**src/rtl/clk_div_switch_ctrl.sv**
```systemverilog
// Sequencer for glitch-free switching between BUFGCE_DIV clock buffers on one source clock.
// Define CLK_SW_REQ_QUEUE_EN to add a one-entry pending request register.
module clk_div_switch_ctrl #(
  parameter int unsigned NUM_BUF      = 4,
  parameter int unsigned STOP_CYCLES  = 8,
  parameter int unsigned CLR_CYCLES   = 2,
  parameter int unsigned START_CYCLES = 4
) (
  input  logic               clk,
  input  logic               rst_n,
  input  logic               req_vld_i,
  input  logic [1:0]         req_sel_i,
  output logic               req_rdy_o,
  output logic [NUM_BUF-1:0] ce_o,
  output logic [NUM_BUF-1:0] clr_o,
  output logic [1:0]         sel_o,
  output logic               done_o,
  output logic               err_o
);

  typedef enum logic [2:0] {
    ST_INIT,
    ST_IDLE,
    ST_STOP,
    ST_CLEAR,
    ST_START
  } state_e;

  localparam logic [7:0]         STOP_LOAD  = 8'(STOP_CYCLES - 1);
  localparam logic [7:0]         CLR_LOAD   = 8'(CLR_CYCLES - 1);
  localparam logic [7:0]         START_LOAD = 8'(START_CYCLES - 1);
  localparam logic [NUM_BUF-1:0] BUF0       = {{(NUM_BUF-1){1'b0}}, 1'b1};

  state_e             state_q;
  logic [7:0]         cnt_q;
  logic [NUM_BUF-1:0] ce_q;
  logic [NUM_BUF-1:0] clr_q;
  logic [1:0]         sel_q;
  logic [1:0]         new_q;
  logic               rdy_q;
  logic               done_q;
  logic               err_q;
  // One-cycle-late DONE/ERR for requests that need no switch.
  logic               done_pend_q;
  logic               err_pend_q;

  logic       take;
  logic       finishing;
  logic       fire;
  logic [1:0] fire_sel;
  logic       err_req;
  logic       same_req;
  logic       sw_req;
  logic       nxt_idle;
  logic       rdy_d;

`ifdef CLK_SW_REQ_QUEUE_EN
  logic       pend_vld_q;
  logic [1:0] pend_sel_q;
  logic       pend_vld_d;
  logic [1:0] pend_sel_d;
  logic       from_pend;
  logic       store;
`endif

  // NOTE: every output of this block is assigned a default first, so no latch is inferred.
  always_comb begin
    take      = req_vld_i & rdy_q;
    finishing = (cnt_q == 8'd0) &&
                ((state_q == ST_START) || (state_q == ST_INIT && ce_q[0]));
`ifdef CLK_SW_REQ_QUEUE_EN
    // A stored request launches at the edge that would otherwise enter IDLE.
    from_pend  = pend_vld_q && (state_q == ST_IDLE || finishing);
    fire       = from_pend || (take && state_q == ST_IDLE && !pend_vld_q);
    fire_sel   = from_pend ? pend_sel_q : req_sel_i;
    store      = take && !(state_q == ST_IDLE && !pend_vld_q);
    pend_vld_d = store || (pend_vld_q && !from_pend);
    pend_sel_d = store ? req_sel_i : pend_sel_q;
`else
    fire     = take && (state_q == ST_IDLE);
    fire_sel = req_sel_i;
`endif
    err_req  = fire && (32'(fire_sel) >= NUM_BUF);
    same_req = fire && !err_req && (fire_sel == new_q);
    sw_req   = fire && !err_req && !same_req;
    nxt_idle = (state_q == ST_IDLE || finishing) && !sw_req;
`ifdef CLK_SW_REQ_QUEUE_EN
    rdy_d = nxt_idle || !pend_vld_d;
`else
    rdy_d = nxt_idle;
`endif
  end

  // NOTE: sequential state uses non-blocking assignments only, so later
  // statements in this block still see the pre-edge register values.
  always_ff @(posedge clk or negedge rst_n) begin
    if (!rst_n) begin
      state_q     <= ST_INIT;
      cnt_q       <= CLR_LOAD;
      ce_q        <= '0;
      clr_q       <= '1;
      sel_q       <= 2'd0;
      new_q       <= 2'd0;
      rdy_q       <= 1'b0;
      done_q      <= 1'b0;
      err_q       <= 1'b0;
      done_pend_q <= 1'b0;
      err_pend_q  <= 1'b0;
    end else begin
      done_q      <= done_pend_q;
      err_q       <= err_pend_q;
      done_pend_q <= 1'b0;
      err_pend_q  <= 1'b0;
      rdy_q       <= rdy_d;
      if (cnt_q != 8'd0) cnt_q <= cnt_q - 8'd1;

      case (state_q)
        ST_INIT: begin
          // First phase holds CLR on all buffers; second phase runs buffer 0.
          if (cnt_q == 8'd0) begin
            if (!ce_q[0]) begin
              clr_q <= '0;
              ce_q  <= BUF0;
              cnt_q <= START_LOAD;
            end else begin
              state_q <= ST_IDLE;
            end
          end
        end
        ST_STOP: begin
          if (cnt_q == 8'd0) begin
            state_q <= ST_CLEAR;
            clr_q   <= BUF0 << new_q;
            cnt_q   <= CLR_LOAD;
          end
        end
        ST_CLEAR: begin
          if (cnt_q == 8'd0) begin
            state_q <= ST_START;
            clr_q   <= '0;
            ce_q    <= BUF0 << new_q;
            cnt_q   <= START_LOAD;
          end
        end
        ST_START: begin
          if (cnt_q == 8'd0) begin
            state_q <= ST_IDLE;
            sel_q   <= new_q;
            done_q  <= 1'b1;
          end
        end
        default: ;
      endcase

      if (err_req)  err_pend_q  <= 1'b1;
      if (same_req) done_pend_q <= 1'b1;
      if (sw_req) begin
        state_q <= ST_STOP;
        new_q   <= fire_sel;
        ce_q    <= '0;
        cnt_q   <= STOP_LOAD;
      end
    end
  end

`ifdef CLK_SW_REQ_QUEUE_EN
  always_ff @(posedge clk or negedge rst_n) begin
    if (!rst_n) begin
      pend_vld_q <= 1'b0;
      pend_sel_q <= 2'd0;
    end else begin
      pend_vld_q <= pend_vld_d;
      pend_sel_q <= pend_sel_d;
    end
  end
`endif

  assign req_rdy_o = rdy_q;
  assign ce_o      = ce_q;
  assign clr_o     = clr_q;
  assign sel_o     = sel_q;
  assign done_o    = done_q;
  assign err_o     = err_q;

endmodule

```
**config.mk**
```make
export PLATFORM = sky130hd
export DESIGN_NAME = clk_div_switch_ctrl
export DESIGN_NICKNAME = d
export VERILOG_FILES = /design/src/rtl/clk_div_switch_ctrl.sv
export SDC_FILE = /design/constraint.sdc
export NUM_CORES = 1
export LEC_CHECK = 0
export ABC_AREA = 1
export CAP_MARGIN = 30
export CORE_UTILIZATION = 55
export CTS_BUF_LIST = sky130_fd_sc_hd__clkbuf_8 sky130_fd_sc_hd__clkbuf_16
export CTS_CLUSTER_SIZE = 30
export DETAILED_ROUTE_END_ITERATION = 8
export HOLD_SLACK_MARGIN = 0.05
export PLACE_DENSITY_LB_ADDON = 0.3
export SLEW_MARGIN = 20
export SYNTH_ARGS = -nofsm -noshare
export SYNTH_HDL_FRONTEND = slang
export SYNTH_SLANG_ARGS = --single-unit
```
**constraint.sdc**
```tcl
create_clock -name clk -period 4.7 [get_ports clk]
set_clock_uncertainty 0.15 [all_clocks]
set_input_delay 1.41 -clock clk [delete_from_list [all_inputs] [get_ports clk]]
set_output_delay 1.41 -clock clk [all_outputs]
set_load 0.02 [all_outputs]
```
==> results.json, run 1 <==
{
  "critPathLaunchType": "flip-flop",
  "drc_errors": 0,
  "cpPeakStageDelay_ps": 600,
  "met1_length_um": 1389,
  "place_congestion": 0.8340,
  "post_cts_resized": 0,
  "h-tree-depth": 1,
  "ctsHoldBuffers": 0,
  "required_ps": 3140,
  "postRouteAntennaNets": 0,
  "syn_to_final_growth_pct": 18.70,
  "n_antenna_cell": 0,
  "power_w": 0.001023,
  "vias": 1159,
  "outcome": "complete, no violations",
  "reg2reg_depth": 10,
  "die_w_um": 53.50,
  "drt_iter0_drc": 18,
  "via_per_inst": 5.391,
  "fin_crit_sh_pct": 63.57,
  "dieArea_um2": 2862,
  "route.met3.wl_um": 122,
  "start_util_pct": 58.36,
  "ir_worst_vdd_mv": 0.3665,
  "final.fill_count": 200,
  "slew_violations": 0,
  "grt_pass1_vias": 1087,
  "rows": 18,
  "cp_cell_sequence": "clkdlybuf4s50_1",
  "worst-slew-pin-transition_ps": 595.2,
  "grt_pass1_wl_um": 4788,
  "power_density_nw_per_um2": 590.6,
  "synth_area_per_cell_um2": 8.842,
  "slew_headroom_pct": 60.20,
  "fp.coreArea_um2": 2500,
  "cts_tree": "built",
  "setup-violations-final": 0,
  "antenna_found_initial": 0,
  "crit_fanout": 2,
  "dr_wl_met2_um": 1457,
  "multi_input_area_um2": 716.9,
  "synth-async-reset-ratio_pct": 100.0,
  "regArea_um2": 656.9,
  "min_to": "done_o",
  "ys_seq_elements": 26,
  "end_kind": "output port",
  "clock.fmax_mhz": 334.7,
  "clk_pin_slew_ps": 90,
  "holdWs_ps": 305.8,
  "ys_seq_area_share_pct": 45.03,
  "cts_sinks": 26,
  "dp_hpwl_um": 2326,
  "cp_top_family": "buffers and inverters",
  "cts_root_buf": "clkbuf_8",
  "synth_edf_count": 0,
  "yosysWarnings": 0,
  "dieHeight_um": 53.50,
  "cts_max_path_buffers": 2,
  "drive_gt1_share_pct": 19.46,
  "rsz0062_at_grt": "no",
  "numPortBuffers": 16,
  "num_io_pins": 18,
  "netlist_instances": 165,
  "regToRegEndpoint": "cnt_q[0]",
  "grtUsageTotal_pct": 23.86,
  "gr-total-overflow": 0,
  "finalWirelength_um": 3001,
  "hp-class": "reg -> reg",
  "drt_pre_antenna_iters": 4,
  "netlist_area_um2": 1459,
  "worstHoldStart": "done_pend_q",
  "crit_slowest_cell": "clkdlybuf4s50_1",
  "post_cts_buffers": 0,
  "tns_ps": 0,
  "leakage_nw": 0.8141,
  "drv_cap": 0,
  "ys_types": 31,
  "placed_area_um2": 1660,
  "crit_type": "reg -> out",
  "routedWlPerCell_um": 13.96,
  "fin_nets": 194,
  "cts_made_buffers": 3,
  "ff2ff_setup_slack_ps": 2690,
  "clk_latency_ps": 280,
  "reg2reg_from": "cnt_q[0]",
  "grt_max_degree": 16,
  "arrival_ps": 1430,
  "critPathBufInv": 1,
  "cp.depth": 1,
  "final_common_cell": "nand2_1",
  "hold_depth": 2,
  "layout_setup_ws_ps": 1712,
  "synth_fp_nets": 173,
  "synth_flop_cell": "dfrtp_1",
  "hold_viol": 0,
  "top_layer": "met4",
  "pre_cts_ws_ps": 1910,
  "min_period_ps": 2988,
  "design_area_um2": 1732,
  "final_cell_mix": "nand2_1 (40), dfrtp_1 (21), clkdlybuf4s50_1 (16), inv_1 (14), nor2_1 (12)"
}
cells in the mapped netlist, types with 4 or more instances:
cell type / n / area share, %
nand2_1: 40 / 10
dfrtp_1: 21 / 36
inv_1: 14 / 3.6
nor2_1: 12 / 3.1
nand3_1: 9 / 3.1
o21ai_0: 7 / 2.4
nand2_2: 6 / 2.6
dfstp_2: 5 / 9.0
nand3_2: 5 / 3.4
nand4_1: 4 / 1.7
nor2_2: 4 / 1.7
nor3_1: 4 / 1.4
o21ai_1: 4 / 1.4
xor2_1: 4 / 2.4
worst min-delay path, delay by kind of cell (launching register included):
kind                   cells  cell delay [ps]
buffers and inverters      1               40
and+or+nand+nor            1               60
DFF                        1              330
how the worst max path moves through the flow:
stage | startpoint | to
2_1_floorplan | req_sel_i[0] | state_q[1]
3_3_place_gp | rst_n | clr_o[1]
3_5_place_dp | req_sel_i[0] | state_q[1]
4_1_cts | clr_o[1] | clr_o[1]
5_1_grt | clr_o[3] | clr_o[3]
6_report | clr_o[1] | clr_o[1]
through the flow:
step	util, %	cells
floorplan	-	165
global placement	65.82	210
detailed placement	66.42	211
CTS	69.27	215
global route	69.27	215
finish	69.27	215
report_power, final:
| group | internal [W] | switching (W) | total [W] |
|---|---|---|---|
| logic | 0.000175 | 0.000260 | 0.000435 |
| clock network | 0.000114 | 0.0000756 | 0.000190 |
| registers | 0.000311 | 0.0000870 | 0.000398 |
cells by family (layout without fill, tap and decap cells):
| logic type | after synthesis | after routing | share of synthesized area (%) |
|---|---|---|---|
| AND/OR/NAND/NOR | 93 | 93 | 36.02 |
| buffers and inverters | 19 | 39 | 5.832 |
| flip-flops | 26 | 26 | 45.03 |
| XOR/XNOR | 7 | 7 | 4.202 |
| AO/OA/AOI/OAI | 16 | 16 | 6.090 |
| other | 1 | 1 | 0.2570 |
| adder cells (fa/ha/maj) | 3 | 3 | 2.573 |
area by class of cell:
cell class | instances | area share, %
clock inverter | 1 | 1.734
multi-input combinational | 120 | 41.40
inverter | 17 | 3.829
timing repair buffer | 18 | 10.55
sequential | 26 | 37.93
clock buffer | 3 | 2.384
tap | 30 | 2.168
registers in the layout, indices dropped and copies added, names as in the netlist:
name / flops
ce_o: 4
clr_o: 4
cnt_q: 8
done_o: 1
done_pend_q: 1
new_q: 2
req_rdy_o: 1
sel_o: 2
state_q: 3
metal layers:
metal	vias to the layer above	track usage, %
met1	551	29.61
met4	0	9.649
met3	4	4.885
met5	-	0
met2	27	40.00
li1	577	-
(Power assumes the default switching activity.)
==> run 2, diff against run 1 <==
--- a/config.mk
+++ b/config.mk
@@ -7,7 +7,7 @@
 export LEC_CHECK = 0
 export ABC_AREA = 1
 export CAP_MARGIN = 30
-export CORE_UTILIZATION = 55
+export CORE_UTILIZATION = 54
 export CTS_BUF_LIST = sky130_fd_sc_hd__clkbuf_8 sky130_fd_sc_hd__clkbuf_16
 export CTS_CLUSTER_SIZE = 30
 export DETAILED_ROUTE_END_ITERATION = 8
==> constraint.sdc (replaced) <==
create_clock -name clk -period 2.8 [get_ports clk]
set_clock_uncertainty 0.15 [all_clocks]
set_input_delay 0.84 -clock clk [delete_from_list [all_inputs] [get_ports clk]]
set_output_delay 0.84 -clock clk [all_outputs]
set_load 0.02 [all_outputs]
==> run 2 against run 1 <==
- die area up 1.8%
- count of clock-buffer cells in the layout unchanged
- critical path type unchanged
- hold slack worse by 12 ps
==> results.json, run 2 (same netlist as run 1, synthesis figures left out) <==
{
  "cp_cell_sequence": "clkdlybuf4s50_1",
  "crit_type": "reg -> out",
  "num_io_pins": 18,
  "grtUsageTotal_pct": 23.77,
  "arrival_ps": 1410,
  "cp_top_family": "buffers and inverters",
  "min_period_ps": 2397,
  "syn_to_final_growth_pct": 15.87,
  "vias": 1138,
  "ir_worst_vdd_mv": 0.5465,
  "p_switching_w": 0.0006960,
  "critPathBufInv": 1,
  "numPortBuffers": 16,
  "drt_pre_antenna_iters": 4,
  "die_w_um": 53.98,
  "start_util_pct": 57.84,
  "crit_slowest_cell": "clkdlybuf4s50_1",
  "setup-violations-final": 0,
  "routedWlPerCell_um": 13.39,
  "dieHeight_um": 53.98,
  "h-tree-depth": 1,
  "cts_made_buffers": 3,
  "ctsHoldBuffers": 0,
  "drt_iter0_drc": 19,
  "grt_pass1_wl_um": 4836,
  "clk_latency_ps": 270,
  "tns_ps": 0,
  "dp_hpwl_um": 2186,
  "required_ps": 1810,
  "seq_power_share_pct": 41.1,
  "leakage_nw": 0.7979,
  "dieArea_um2": 2913,
  "cts_tree": "built",
  "rsz0062_at_grt": "no",
  "cts_max_path_buffers": 2,
  "hold_viol": 0,
  "cts_sinks": 26,
  "hold_depth": 2,
  "cts_root_buf": "clkbuf_8",
  "post_cts_buffers": 0,
  "slew_violations": 0,
  "fin_util_pct": 67.01,
  "drc_errors": 0,
  "cp.depth": 1,
  "pwr-share-clk_pct": 13.0,
  "power_frac_comb_pct": 45.8,
  "post_cts_resized": 0,
  "power_density_nw_per_um2": 951.6,
  "hp-class": "reg -> reg",
  "critPathLaunchType": "flip-flop",
  "final_common_cell": "nand2_1",
  "drive_gt1_share_pct": 18.48,
  "via_per_inst": 5.318,
  "top_register": "cnt_q",
  "antenna_found_initial": 0,
  "final_cell_mix": "nand2_1 (40), dfrtp_1 (21), clkdlybuf4s50_1 (16), inv_1 (15), nor2_1 (12)",
  "cpPeakStageDelay_ps": 600,
  "fp.coreArea_um2": 2522,
  "swShare_pct": 43.27,
  "reg2reg_depth": 10,
  "p_int_w": 0.0009126,
  "finalWirelength_um": 2866,
  "clk_pin_slew_ps": 90,
  "postRouteAntennaNets": 0,
  "fin_crit_sh_pct": 85.60,
  "drv_cap": 0,
  "fin_nets": 193,
  "place_congestion": 0.8009,
  "rows": 18,
  "clock.fmax_mhz": 417.2,
  "grt_pass1_vias": 1119,
  "end_kind": "output port",
  "n_antenna_cell": 0,
  "outcome": "complete, no violations",
  "gr-total-overflow": 0,
  "crit_fanout": 2,
  "largest_register_ffs": 8,
  "grt_max_degree": 27
}
[run 2: area by class of cell]
cell class                      instances  area [um2]
Clock inverter                          1       3.754
Sequential cell                        26       656.9
Inverter                               17       66.31
Timing Repair Buffer                   17       167.7
Multi-Input combinational cell        120       716.9
Tap cell                               30       37.54
Clock buffer                            3       41.29
Fill cell                             201       832.0
[run 2: power by group through the flow]
stage               combinational [W]  clock, W  sequential (W)
floorplan                    0.000478         0        0.000694
global placement             0.000709         0        0.000658
detailed placement           0.000729         0        0.000665
CTS                          0.000734  0.000215        0.000660
global route                 0.000818  0.000229        0.000678
finish                       0.000737  0.000210        0.000662
[run 2: metal layers]
| layer | vias to the layer above | part of all wire, % | GRT usage, % |
|---|---|---|---|
| met1 | 537 | 49 | 30.80 |
| met4 | 0 | 1.3 | 11.11 |
| li1 | 573 | - | - |
| met3 | 4 | 3.0 | 4.237 |
| met5 | - | 0 | 0 |
| met2 | 24 | 47 | 38.27 |
[run 2: worst reg2reg max path: stages (launching register included)]
cell,delay (ps)
dfrtp_1,390
inv_1,100
ha_1,200
nand2_2,100
nor2_8,240
inv_1,70
ha_1,290
nand3_1,90
o21ai_0,80
nor2_1,100
nand2_1,60
[run 2: worst paths after layout]
check / end / startpoint / slack [ps]
max: clr_o[1] / clr_o[1] / 400
min: done_o / done_pend_q / 290
max reg2reg: cnt_q[0] / cnt_q[1] / 850
min reg2reg: done_o / done_pend_q / 290
max in group asynchronous: clr_o[1] / rst_n / 1410
min in group asynchronous: cnt_q[5] / rst_n / 780
[run 2: per-stage QoR]
step	hold slack, ps	total power (W)	area [um2]	instances	worst slack (ps)
2_1_floorplan	260.4	0.001172	1459	165	922.6
3_3_place_gp	271.9	0.001366	1645	210	620.8
3_5_place_dp	284.8	0.001394	1645	210	574.0
4_1_cts	299.9	0.001609	1690	214	393.9
5_1_grt	320.7	0.001726	1690	214	363.1
6_report	293.4	0.001609	1690	214	403.2
